**src/rtl/shared_reg_rr_arbiter.sv**
```systemverilog
// shared_reg_rr_arbiter
//
// Round-robin arbiter in front of one shared data register. Each accepted
// request writes the register and records which requester wrote it. After
// every write a programmable cooldown blocks further grants for COOLDOWN
// cycles, so under continuous demand grants are COOLDOWN+1 cycles apart.
//
// Ports:
//   clk         clock, all state changes on the rising edge
//   rst         asynchronous reset, active-high
//   req_vld     per-requester valid
//   req_data    packed requester data, requester i at [i*DATA_WIDTH +: DATA_WIDTH]
//   req_rd      one-hot grant, combinational from state, ptr and req_vld
//   dout        shared register value
//   dout_owner  index of the requester that last wrote dout
//   dout_vld    one-cycle pulse, dout was written on the previous edge
//   busy        high while the cooldown is running

module shared_reg_rr_arbiter #(
    parameter int                    N_REQ      = 4,
    parameter int                    DATA_WIDTH = 8,
    parameter int                    COOLDOWN   = 2,
    parameter logic [DATA_WIDTH-1:0] INIT_VAL   = '0,
    localparam int                   OW         = (N_REQ > 1) ? $clog2(N_REQ) : 1
) (
    input  logic                        clk,
    input  logic                        rst,
    input  logic [N_REQ-1:0]            req_vld,
    input  logic [N_REQ*DATA_WIDTH-1:0] req_data,
    output logic [N_REQ-1:0]            req_rd,
    output logic [DATA_WIDTH-1:0]       dout,
    output logic [OW-1:0]               dout_owner,
    output logic                        dout_vld,
    output logic                        busy
);

    // The counter only ever holds COOLDOWN-1 down to 0.
    localparam int CW = (COOLDOWN > 1) ? $clog2(COOLDOWN) : 1;

    typedef enum logic {
        IDLE = 1'b0,
        COOL = 1'b1
    } state_t;

    state_t                  state;
    logic [CW-1:0]           cnt;
    logic [OW-1:0]           ptr;

    logic                    gnt_found;
    logic [OW-1:0]           gnt_idx;
    logic [OW-1:0]           ptr_next;
    logic [DATA_WIDTH-1:0]   gnt_data;
    int                      cand;

    // Rotating priority scan starting at ptr. The candidate index is wrapped
    // by subtraction rather than modulo so non-power-of-2 N_REQ works and no
    // divider is built. The grant is suppressed during reset so req_rd is
    // quiet while rst is high, even before any clock edge.
    always_comb begin
        gnt_found = 1'b0;
        gnt_idx   = '0;
        req_rd    = '0;
        cand      = 0;
        if (!rst && state == IDLE) begin
            for (int k = 0; k < N_REQ; k++) begin
                cand = int'(ptr) + k;
                if (cand >= N_REQ) begin
                    cand = cand - N_REQ;
                end
                if (!gnt_found && req_vld[cand]) begin
                    gnt_found = 1'b1;
                    gnt_idx   = OW'(cand);
                end
            end
        end
        if (gnt_found) begin
            req_rd[gnt_idx] = 1'b1;
        end
    end

    // Winner's data and the pointer value that puts the winner last in the
    // next scan.
    always_comb begin
        gnt_data = req_data[int'(gnt_idx)*DATA_WIDTH +: DATA_WIDTH];
        if (gnt_idx == OW'(N_REQ - 1)) begin
            ptr_next = '0;
        end else begin
            ptr_next = gnt_idx + 1'b1;
        end
    end

    // IDLE/COOL state machine. A write loads the register and, with a nonzero
    // cooldown, moves to COOL with cnt preset so that COOL lasts exactly
    // COOLDOWN cycles. busy is kept as its own flop alongside state.
    always_ff @(posedge clk or posedge rst) begin
        if (rst) begin
            state      <= IDLE;
            cnt        <= '0;
            ptr        <= '0;
            dout       <= INIT_VAL;
            dout_owner <= '0;
            dout_vld   <= 1'b0;
            busy       <= 1'b0;
        end else begin
            case (state)
                IDLE: begin
                    if (gnt_found) begin
                        dout       <= gnt_data;
                        dout_owner <= gnt_idx;
                        dout_vld   <= 1'b1;
                        ptr        <= ptr_next;
                        if (COOLDOWN > 0) begin
                            state <= COOL;
                            busy  <= 1'b1;
                            cnt   <= CW'(COOLDOWN - 1);
                        end
                    end else begin
                        dout_vld <= 1'b0;
                    end
                end
                COOL: begin
                    dout_vld <= 1'b0;
                    if (cnt == '0) begin
                        state <= IDLE;
                        busy  <= 1'b0;
                    end else begin
                        cnt <= cnt - 1'b1;
                    end
                end
            endcase
        end
    end

endmodule

```
**config.mk**
```make
export PLATFORM = sky130hd
export DESIGN_NAME = shared_reg_rr_arbiter
export DESIGN_NICKNAME = d
export VERILOG_FILES = /design/src/rtl/shared_reg_rr_arbiter.sv
export SDC_FILE = /design/constraint.sdc
export NUM_CORES = 1
export LEC_CHECK = 0
export CAP_MARGIN = 20
export CORE_ASPECT_RATIO = 0.75
export CORE_MARGIN = 5
export CORE_UTILIZATION = 30
export DETAILED_ROUTE_END_ITERATION = 8
export PLACE_DENSITY = 0.65
export SYNTH_ARGS = -nofsm -noshare
export SYNTH_HDL_FRONTEND = slang
export SYNTH_SLANG_ARGS = --single-unit
```
**constraint.sdc**
```tcl
create_clock -name clk -period 2.3 [get_ports clk]
set_input_delay 0.23 -clock clk [delete_from_list [all_inputs] [get_ports clk]]
set_output_delay 0.23 -clock clk [all_outputs]
set_load 0.005 [all_outputs]
```
==> results.toml <==
[run_status]
status = "finished, final reports clean"

[placement]
place_ws_ns = -0.311
postPlaceCellArea_um2 = 1700
gp_congestion = 0.788
place.detailed.hpwl_um = 2570
port_buffers = 53

[die]
core.rowCount = 18
die_y_um = 60.6
ioPinCount = 54
die-area_um2 = 4690
start_util_pct = 31.1
die_x_um = 77.4
fp.coreArea_um2 = 3290

[sta]
setup_violations = 0
max_freq_mhz = 452
slew_viol_final = 0
tightest_slew_ns = 0.633
slew_headroom_pct = 57.8
fin_worst_skew_ns = 0.00157
hold_viol = 0
setup_tns_ns = 0
fin_crit_ns = 2.21
post-route-period-util_pct = 96.2
worst_slack_ns = 0.0885

[clocking]
cts_tree = "yes"
numCtsBuffers = 3
htree_levels = 1
clock_path_buffers = 2
cts.sinks = 16
worst_setup_hold_path_clk_slew_ns = 0.06
clkLatencyLatePin_ns = 0.25
clock-root-buffer = "clkbuf_8"

[synth]
async_flop_share_pct = 100
ys_ff_latch = 16
synth_top_family_by_area = "simple AND/OR/NAND/NOR gates"
synth-adder-area-share_pct = 4.90
synth_top_flop_cell = "dfrtp_1"
synth-compound-area-share_pct = 17.6
yosysUniqueCellTypes = 32
ys_warn_count = 0
synth_area_um2 = 1020
syn-num-nets = 152
synth_xor_area_share_pct = 0
ys_seq_area_share_pct = 39.2
synth-edff-count = 0
synthCells = 110
muxShareOfSynthArea_pct = 7.83
syn_area_per_cell_um2 = 9.29
synthSimpleGateAreaFrac_pct = 26.8

[power_and_ir_drop]
leakage_uw = 0.000846
p_per_area_nw_per_um2 = 955
ir_drop_mv = 0.478

[global_route]
gr-total-overflow = 0
grt_pass1_vias = 1262
antenna_found_initial = 0
grt_pass1_wl_um = 5560
grt_max_degree = 17
grtUsageTotal_pct = 14.9

[final_layout]
final_nets = 235
final_area_um2 = 1910
post-route-util_pct = 58.1
diodes = 0
seq_area_um2 = 403
final_common_cell = "clkdlybuf4s50_1"
final_cell_mix = "clkdlybuf4s50_1 (45), buf_4 (27), nand2_1 (17)"
syn_to_final_growth_pct = 86.9
drive_gt1_share_pct = 27.6
fill_cells = 277
multi_input_area_um2 = 656

[critical_path]
path_buf_inv = 5
cp.required_ns = 2.07
critPathKind = "in2out"
critPathSlowestCell = "clkdlybuf4s50_1"
crit_path_frequent_cell = "buf_4"
start_kind = "primary input"
cp_cell_sequence = "clkdlybuf4s50_1, buf_4, nor4_4, buf_4, buf_4, ha_2, and3_1, dlygate4sd2_1"
end_kind = "output pin"
cp_max_fo = 3
cp_slowest_stage_delay_ns = 0.49
cp.arrival_ns = 1.98
critical_path.top_delay_family = "buffers and inverters"

[detailed_routing]
routedWlPerCell_um = 15.1
routed_via_density = 4.98
drc = 0
firstDrtPassIters = 4
initialDrtViolationCount = 50
num_vias = 1155
drt-total-wl_um = 3500
drtAntennaViolNets = 0

[flow_run]
drv_cap = 0

[worst_hold_path]
hp-class = "reg2reg"
[Yosys cell counts, types with 2 or more instances]
cell	number	area [µm²]
mux2i_1	8	80.1
o211ai_1	4	30.0
o21ai_0	3	15.0
nor2b_1	2	12.5
a211oi_1	8	60.1
nor3_1	5	25.0
or3_1	5	31.3
nor2_1	6	22.5
dfrtp_1	16	400
inv_1	6	22.5
and3_1	4	25.0
o221ai_1	4	35.0
ha_1	4	50.1
nand2_1	17	63.8
[final cells by class]
cell class	count	area share, %
timing repair buffer	80	37.7
tap	40	2.62
multi-input combinational	85	34.3
sequential	16	21.1
clock buffer	4	2.88
inverter	7	1.38
[stage by stage]
stage	instances	hold WS [ns]	total power (µW)
2_1_floorplan	110	0.144	946
3_3_place_gp	216	0.468	1410
3_5_place_dp	216	0.468	1430
4_1_cts	226	0.483	1760
5_1_grt	232	0.524	1960
6_report	232	0.474	1820
[logic make-up after synthesis]
logic type	after synthesis
AND/OR/NAND/NOR	49
buffers and inverters	9
adder cells (fa/ha/maj)	4
flip-flops	16
AO/OA/AOI/OAI	24
multiplexers	8
[path summary, 6_finish.rpt]
kind	cells past startpoint	startpoint	slack, ns	end
setup / recovery	8	rst	0.09	req_rd[2]
min in group asynchronous	3	rst	0.64	cnt$_DFFE_PP0P_
hold / removal	2	dout_owner[0]$_DFFE_PP0P_	0.47	dout_owner[0]$_DFFE_PP0P_
max in group asynchronous	3	rst	1.21	ptr[0]$_DFFE_PP0P_
hold reg to reg	2	dout_owner[0]$_DFFE_PP0P_	0.47	dout_owner[0]$_DFFE_PP0P_
setup reg to reg	6	ptr[0]$_DFFE_PP0P_	0.38	dout[2]$_DFFE_PP0P_
[tightest hold or removal path, cell delays in order, from the launching register on]
cell and delay [ns]:
dfrtp_1 0.34, nand2_1 0.05, nand2_1 0.05
[metal layers]
layer  GRT usage (%)  vias to the layer above  wire length, µm  share of wire [%]
met5               0                        -                0                  0
met4            5.39                        0               30               0.86
met3            6.82                        4              356                 10
met2            26.0                       46             1720                 49
met1            16.2                      541             1390                 40
li1                -                      564                -                  -
[report_power, final]
group	switching (µW)	internal (µW)
clock	98.4	152
sequential	87.3	422
combinational	472	594
total	657	1170
[flip-flops by register name (all words and copies together), names as in the netlist]
| register | cells |
|---|---|
| dout | 8 |
| dout_owner | 2 |
| ptr | 2 |
| busy | 1 |
| cnt | 1 |
| dout_vld | 1 |
| state | 1 |
[repair_timing]
action	4_1_cts	5_1_grt
endpoints found under the setup margin	4	4
setup buffers	7	6
pin swaps	3	3
hold buffers	0	0
resized for setup	18	9
Note: power is estimated with default switching activity, not from simulation.
